$ cat config.mk
export PLATFORM = sky130hd
export DESIGN_NAME = wb_sequencer
export DESIGN_NICKNAME = d
export VERILOG_FILES = /design/src/rtl/wb_sequencer.sv
export SDC_FILE = /design/constraint.sdc
export NUM_CORES = 1
export LEC_CHECK = 0
export CAP_MARGIN = 10
export CORE_UTILIZATION = 46
export DETAILED_ROUTE_END_ITERATION = 6
export GPL_TIMING_DRIVEN = 0
export PLACE_DENSITY = 0.87
export RECOVER_POWER = 50
export SYNTH_ARGS = -nofsm -noshare
export SYNTH_HDL_FRONTEND = slang
export SYNTH_SLANG_ARGS = --single-unit
export TNS_END_PERCENT = 5
$ cat constraint.sdc
create_clock -name clk -period 3.72 [get_ports clk]
set_input_delay 0.558 -clock clk [delete_from_list [all_inputs] [get_ports clk]]
set_output_delay 0.558 -clock clk [all_outputs]
set_load 0.02 [all_outputs]
$ cat src/rtl/wb_sequencer.sv
// Writeback sequencer: accepts decoded R-type, LUI and LW instructions,
// runs the data-memory read handshake for loads and issues one register-file write.
module wb_sequencer #(
    parameter int MEM_TIMEOUT = 15
) (
    input  logic        clk,
    input  logic        reset,
    input  logic        instr_valid,
    output logic        instr_ready,
    input  logic [5:0]  opcode,
    input  logic [4:0]  rt,
    input  logic [4:0]  rd,
    input  logic [15:0] immediate,
    input  logic [31:0] alu_result,
    output logic        mem_req,
    output logic [31:0] mem_addr,
    input  logic        mem_ready,
    input  logic [31:0] mem_rdata,
    output logic        reg_write,
    output logic [4:0]  write_reg,
    output logic [31:0] write_data,
    output logic        lui_control_signal,
    output logic        mem_error
);

    localparam logic [1:0] IDLE      = 2'd0;
    localparam logic [1:0] MEM_WAIT  = 2'd1;
    localparam logic [1:0] WRITEBACK = 2'd2;

    localparam logic [5:0] OP_RTYPE = 6'b000000;
    localparam logic [5:0] OP_LUI   = 6'b001111;
    localparam logic [5:0] OP_LW    = 6'b100011;

    localparam logic [7:0] TIMEOUT_LIMIT = 8'(MEM_TIMEOUT);

    logic [1:0]  state_q, state_d;
    logic [4:0]  wreg_q, wreg_d;
    logic [31:0] wdata_q, wdata_d;
    logic [31:0] addr_q, addr_d;
    logic        lui_q, lui_d;
    logic [7:0]  cnt_q, cnt_d;
    logic        err_q, err_d;
    logic [7:0]  cnt_inc;

    assign cnt_inc = cnt_q + 8'd1;

    // NOTE: every signal takes its held value first so no path through the case infers a latch.
    always_comb begin
        state_d = state_q;
        wreg_d  = wreg_q;
        wdata_d = wdata_q;
        addr_d  = addr_q;
        lui_d   = lui_q;
        cnt_d   = cnt_q;
        err_d   = err_q;

        case (state_q)
            IDLE: begin
                if (instr_valid) begin
                    case (opcode)
                        OP_RTYPE: begin
                            wreg_d  = rd;
                            wdata_d = alu_result;
                            lui_d   = 1'b0;
                            state_d = WRITEBACK;
                        end
                        OP_LUI: begin
                            wreg_d  = rt;
                            wdata_d = {immediate, 16'h0000};
                            lui_d   = 1'b1;
                            state_d = WRITEBACK;
                        end
                        OP_LW: begin
                            wreg_d  = rt;
                            addr_d  = alu_result;
                            lui_d   = 1'b0;
                            cnt_d   = 8'd0;
                            state_d = MEM_WAIT;
                        end
                        default: ;  // unknown opcodes are consumed without a write
                    endcase
                end
            end
            MEM_WAIT: begin
                // Data arriving on the last allowed cycle still wins over the abort.
                if (mem_ready) begin
                    wdata_d = mem_rdata;
                    state_d = WRITEBACK;
                end else begin
                    cnt_d = cnt_inc;
                    if (cnt_inc == TIMEOUT_LIMIT) begin
                        err_d   = 1'b1;
                        state_d = IDLE;
                    end
                end
            end
            WRITEBACK: state_d = IDLE;
            default:   state_d = IDLE;
        endcase
    end

    // NOTE: state flops use non-blocking assignments so all of them update together on the edge.
    always_ff @(posedge clk or posedge reset) begin
        if (reset) begin
            state_q <= IDLE;
            wreg_q  <= 5'd0;
            wdata_q <= 32'd0;
            addr_q  <= 32'd0;
            lui_q   <= 1'b0;
            cnt_q   <= 8'd0;
            err_q   <= 1'b0;
        end else begin
            state_q <= state_d;
            wreg_q  <= wreg_d;
            wdata_q <= wdata_d;
            addr_q  <= addr_d;
            lui_q   <= lui_d;
            cnt_q   <= cnt_d;
            err_q   <= err_d;
        end
    end

    assign instr_ready        = (state_q == IDLE);
    assign mem_req            = (state_q == MEM_WAIT);
    assign mem_addr           = addr_q;
    // Writes to register 0 keep the WRITEBACK slot but never reach the register file.
    assign reg_write          = (state_q == WRITEBACK) && (wreg_q != 5'd0);
    assign write_reg          = wreg_q;
    assign write_data         = wdata_q;
    assign lui_control_signal = (state_q == WRITEBACK) && lui_q;
    assign mem_error          = err_q;

endmodule

==> results of run 1 <==
==> through the flow <==
step	setup TNS (ns)	cell area [sq um]	hold slack, ns	setup WS [ns]	total power, uW
CTS	0	6046	0.4721	0.4754	2773
finish	0	6021	0.4634	0.4717	2729
floorplan	0	3971	0.4445	1.082	1640
detailed placement	0	5864	0.4530	0.8585	2176
global route	0	6021	0.5093	0.3440	2846
global placement	-13.39	5834	0.4488	-0.1698	2145
==> layout by cell type (no fill, tap or decap), drive strengths merged, types with 2 or more instances in the layout <==
master / count
a21o: 2
a21oi: 10
a22o: 3
a31oi: 2
and2: 3
and3: 2
and3b: 2
buf: 13
clkbuf: 18
clkdlybuf4s50: 142
clkinv: 3
clkinvlp: 3
dfrtp: 81
dlygate4sd3: 31
ha: 2
inv: 3
mux2: 64
mux2i: 21
nand2: 52
nand2b: 4
nand3: 4
nor2: 10
nor3b: 3
nor4: 2
o21ai: 35
o2bb2ai: 2
xnor2: 3
==> metal layers <==
| layer | vias up | track usage, % | routed length (microns) |
|---|---|---|---|
| met2 | 126 | 44.42 | 5674 |
| li1 | 1552 | - | - |
| met4 | 0 | 6.566 | 144 |
| met3 | 17 | 6.200 | 862 |
| met5 | - | 0 | 0 |
| met1 | 1622 | 29.60 | 4469 |
==> final cells by class <==
| class | instances | area (sq um) | share of cell area, % |
|---|---|---|---|
| clock buffers | 11 | 151.4 | 2.515 |
| repair buffers | 174 | 1737 | 28.84 |
| inverters | 4 | 16.27 | 0.2702 |
| well taps | 105 | 131.4 | 2.182 |
| plain buffers | 19 | 115.1 | 1.912 |
| flip-flops and latches | 81 | 2027 | 33.67 |
| clock inverters | 5 | 30.03 | 0.4988 |
| multi-input cells | 234 | 1813 | 30.11 |
==> critical path: stages, from the launching register on <==
cell and delay [ns]:
dfrtp_1 0.43, nand2b_1 0.16, buf_2 0.19, inv_1 0.19
buf_2 0.27, clkbuf_1 0.40, clkdlybuf4s50_1 0.70
==> report_power, final <==
group / internal, uW / switching, uW
sequential: 1060 / 105
clock: 276 / 317
combinational: 547 / 428
==> final timing paths <==
path / endpoint / slack, ns / start
max in group asynchronous: write_data[31] / 0.93 / reset
setup / recovery: mem_req / 0.47 / state_q[1]
hold reg to reg: mem_error / 0.46 / mem_error
hold / removal: mem_error / 0.46 / mem_error
min in group asynchronous: write_data[27] / 1.05 / reset
setup reg to reg: write_data[22] / 1.47 / state_q[1]
==> cell families (layout without fill, tap and decap cells) <==
logic type	count (synthesis)	count (layout)	synth area share [%]
AND/OR/NAND/NOR	86	86	9.893
multiplexers	85	85	26.18
flip-flops	81	81	51.04
AO/OA/AOI/OAI	57	57	8.066
buffers and inverters	23	213	3.308
XOR/XNOR	4	4	0.8823
adder cells (fa/ha/maj)	2	2	0.6300
==> results.md, run 1 <==
- Max Root-Sink Buffers: 2
- Rows: 33
- Max-slew headroom: -9.321%
- Worst VDD drop: 0.0002406 V
- Die extent in y: 94.92 microns
- Global route overflow: 0
- Fillers: 600
- Setup crit start kind: flop
- First-pass detailed-route iteration total: 4
- Cts hold-fix bufs: 0
- Vias in the first global route: 3,359
- Antenna diodes: 0
- Syn nets: 440
- Nets: 625
- Final hold vios: 0
- Sequential cell area fraction in the yosys report: 51.04%
- CP Max Fanout: 10
- DRT Wirelength: 11,150 microns
- Number of flops mapped to enable cells by yosys: 0
- Sinks on the clock net: 81
- RSZ-0062 raised after global routing: no
- Total GRT Usage: 24.85%
- Initial antenna violation count: 0
- Prevailing post-synth register cell: dfrtp_1
- Worst hold path class: reg2reg
- Worst slew pin tran: 1.631 ns
- Starting density of the core: 47.85%
- Pin count of the biggest net entering global routing: 46
- CP required: 3.16 ns
- Synth top area share: 51.04%
- Critical path arrival: 2.69 ns
- CTS Buf Count: 9
- Critical Path End Type: output port
- CTS tree: built
- Worst Hold Depth: 1
- Fin util: 72.55%
- Most frequent cell after synthesis: dfrtp_1
- Reg2reg path depth: 7
- P per Cell Area: 453.3 nW/um^2
- Leakage power: 0.002681 uW
- Clock root cell: clkbuf_8
- Post-route insts no fill: 633
- Post-CTS Setup Repair Bufs: 0
- Area overhead of the layout relative to synthesis: 51.61%
- Kind of critical path: reg2out
- Later-pin clock latency in the skew report: 0.34 ns
- Final cycle utilization of the critical path: 87.32%
- Max-cap violations: 1
- Cell taking the most area after synthesis: dfrtp_1
- RePlAce Congestion: 0.9031
- Fmax achieved: 307.9 MHz
- Syn avg cell area: 11.75 sq um
- Max Slew Vio Count: 38
- Post-CTS Resized: 0
- Synth warnings: 0
- # IOs: 174
- Setup violators final: 0
- # port buffers: 173
- DR WL/cell: 17.62 microns
- Die ar.: 9009 sq um
- Tmin final: 3.248 ns
- Vias per std cell: 5.240
- Die Wd: 94.92 microns
- Routed Antenna Nets: 0
- Post-DP HPWL: 8472 microns
- Status: finished, violations left
- Share of cells above drive strength 1: 17.61%
- Clock slew at reported path FFs: 0.09 ns
- First-pass GRT wire length: 16,770 microns
- Number of synthesized register bits: 81
- H-tree levels: 3
- Failing checks: capacitance limit, slew limit
- Vias: 3,317
- 1st-iter DRT viols: 80
- Core Box Area: 8299 sq um
- Synth unique cells: 35
- Skew final: 0.01424 ns
- Synth top area cells: dfrtp_1, mux2_4, mux2_2, mux2i_1, nand2_1
- Commonest cells in the netlist: dfrtp_1, nand2_1, mux2_2
- Mapped Area: 3971 sq um
- Synthesized instance count: 338
- Async set or reset register ratio after synthesis: 100.0%
- Post-route DRC: 0
- Dpl cells: 617
No activity file was read; power rests on OpenSTA's default activity.
==> inputs of run 2 (changes only) <==
--- a/config.mk
+++ b/config.mk
@@ -6,10 +6,10 @@
 export NUM_CORES = 1
 export LEC_CHECK = 0
 export CAP_MARGIN = 10
-export CORE_UTILIZATION = 46
+export CORE_UTILIZATION = 30
 export DETAILED_ROUTE_END_ITERATION = 6
 export GPL_TIMING_DRIVEN = 0
-export PLACE_DENSITY = 0.87
+export PLACE_DENSITY = 0.6
 export RECOVER_POWER = 50
 export SYNTH_ARGS = -nofsm -noshare
 export SYNTH_HDL_FRONTEND = slang
==> run 2 against run 1 <==
  * Critical path depth is the same
  * Cell count up 11%
  * Clock skew shrank 0.0062 ns
  * Global-route usage shrank 7.4 points
  * Critical endpoint unchanged
  * Critical path type unchanged
  * Worst hold slack improved by 0.014 ns
  * Power is 17% higher
  * Non-clock buffer count unchanged
  * Routed wire length increased by 3.5%
  * Flip-flop and latch count unchanged
  * Maximum frequency shrank 1.3%
  * The run still ends with capacitance limit, slew limit left
==> results.md, run 2 (synthesized netlist as in run 1, its figures left out) <==
- Tmin final: 3.291 ns (+0.04251 ns)
- Sinks on the clock net: 81 (unchanged)
- Critical Path Most Common Cell: buf_2
- Fmax achieved: 303.9 MHz (-1.3%)
- Clock slew at reported path FFs: 0.06 ns (-0.03 ns)
- Reg2reg start: state_q[1]
- CP Max Fanout: 10 (unchanged)
- Failing checks: capacitance limit, slew limit
- First-pass detailed-route iteration total: 4 (unchanged)
- Fin area: 6284 sq um (+4.4%)
- Antenna diodes: 0 (unchanged)
- CP required: 3.16 ns (about the same)
- Post-route insts no fill: 700 (+11%)
- Setup crit start kind: flop
- Setup_tns: 0 ns (unchanged)
- Critical path arrival: 2.73 ns (+0.04 ns)
- Final cycle utilization of the critical path: 88.46% (+1.1 points)
- Fillers: 1,152 (+92%)
- DRT Wirelength: 11,550 microns (+3.5%)
- Die Wd: 117.1 microns (+23%)
- Vias in the first global route: 3,367 (+0.24%)
- Later-pin clock latency in the skew report: 0.34 ns (about the same)
- Worst slew pin tran: 1.555 ns (-0.07556 ns)
- Max Slew Vio Count: 36 (-5.3%)
- Pin count of the biggest net entering global routing: 48 (+4.3%)
- Die ar.: 13,700 sq um (+52%)
- Commonest non-fill, non-tap cell in the layout: clkdlybuf4s50_1
- CTS tree: built
- Total power: 3198 uW (+17%)
- Final hold vios: 0 (unchanged)
- Area overhead of the layout relative to synthesis: 58.22%
- Post-CTS Resized: 0 (unchanged)
- Slowest CP cell: clkdlybuf4s50_1
- Max-slew headroom: -4.257% (+5.1 points)
- Worst Hold Launch: mem_error
- Critical path, cell by cell: nand2b_1 -> buf_2 -> inv_1 -> buf_2 -> clkbuf_1 -> clkdlybuf4s50_1
- Top delay family on crit path: buffers and inverters
- Slowest cell delay on critical path: 0.69 ns (about the same)
- RePlAce Congestion: 0.8056 (-11%)
- Post-DP Area: 5948 sq um (+1.4%)
- Global route overflow: 0 (unchanged)
- Setup crit start: state_q[1]
- Clock root cell: clkbuf_16
- Skew final: 0.007997 ns (-0.006248 ns)
- Core Box Area: 12,770 sq um (+54%)
- CTS Buf Count: 9 (unchanged)
- Cts hold-fix bufs: 0 (unchanged)
- Worst hold path class: reg2reg
- Max Root-Sink Buffers: 2 (unchanged)
- Post-CTS Setup Repair Bufs: 0 (unchanged)
- P per Cell Area: 509.0 nW/um^2 (+12%)
- # port buffers: 173 (unchanged)
- RSZ-0062 raised after global routing: no
- Worst path bufs/invs: 5 (unchanged)
- DR WL/cell: 16.49 microns (-6.4%)
- Commonest non-fill, non-tap cells in the layout: clkdlybuf4s50_1, dfrtp_1, nand2_1
- Vias: 3,266 (-1.5%)
- Share of cells above drive strength 1: 17.61% (unchanged)
- Dpl cells: 684 (+11%)
- Max-cap violations: 1 (unchanged)
- Nets: 625 (unchanged)
- Kind of critical path: reg2out
- Die extent in y: 117.1 microns (+23%)
- First-pass GRT wire length: 17,710 microns (+5.6%)
- Vias per std cell: 4.666 (-11%)
- # IOs: 174 (unchanged)
- H-tree levels: 3 (unchanged)
- Post-DP HPWL: 8626 microns (+1.8%)
- Leakage power: 0.002773 uW (+3.4%)
- Worst VDD drop: 0.0003321 V (+38%)
- Total GRT Usage: 17.47% (-7.4 points)
- Critical Path End Type: output port
- Routed Antenna Nets: 0 (unchanged)
- Status: finished, violations left
- Rows: 41 (+24%)
- Post-route DRC: 0 (unchanged)
- Starting density of the core: 31.09% (-17 points)
- 1st-iter DRT viols: 137 (+71%)
- Initial antenna violation count: 0 (unchanged)
- Fin util: 49.19% (-23 points)
- Setup violators final: 0 (unchanged)
## run 2: cell types whose count changed in the layout (fill, tap and decap cells not counted), sizes merged
cell           previous run  this run
clkbuf                   18        16
clkinvlp                  3         1
clkinv                    3         2
bufinv                    0         4
clkdlybuf4s50           142       137
buf                      13        14
dlygate4sd3              31        36
## run 2: area by class of cell
cell class | count | area, sq um | area share, %
repair buffers | 174 | 1737 | 27.64
clock buffers | 10 | 229.0 | 3.644
plain buffers | 19 | 116.4 | 1.852
flip-flops and latches | 81 | 2027 | 32.26
inverters | 4 | 16.27 | 0.2589
well taps | 172 | 215.2 | 3.425
multi-input cells | 234 | 1813 | 28.85
clock inverters | 6 | 130.1 | 2.071
## run 2: path summary, 6_finish.rpt
kind | to | slack [ns] | depth (start not counted)
setup / recovery | mem_req | 0.43 | 6
hold / removal | mem_error | 0.48 | 1
setup reg to reg | write_data[19] | 1.42 | 7
hold reg to reg | mem_error | 0.48 | 1
max in group asynchronous | mem_addr[8] | 0.88 | 3
min in group asynchronous | write_data[29] | 1.04 | 2
## run 2: layer usage
metal	global-route usage (%)	up-vias	part of all wire, %
met5	0	-	0
met1	20.84	1592	42
met3	5.664	10	7.5
met4	5.063	0	1.2
met2	30.10	119	50
li1	-	1545	-
## run 2: stage by stage
step                      hold WS, ns  worst slack (ns)
after floorplan                0.4445             1.082
after global placement         0.4464           -0.3973
after detailed placement       0.4545            0.7708
after CTS                      0.4818            0.3853
after global routing           0.4917            0.2616
final                          0.4775            0.4292
## run 2: where the power goes
part / internal, uW / total [uW] / switching [uW]
combinational: 539 / 962 / 422
sequential: 1060 / 1160 / 101
clock: 722 / 1080 / 356
total: 2320 / 3200 / 879
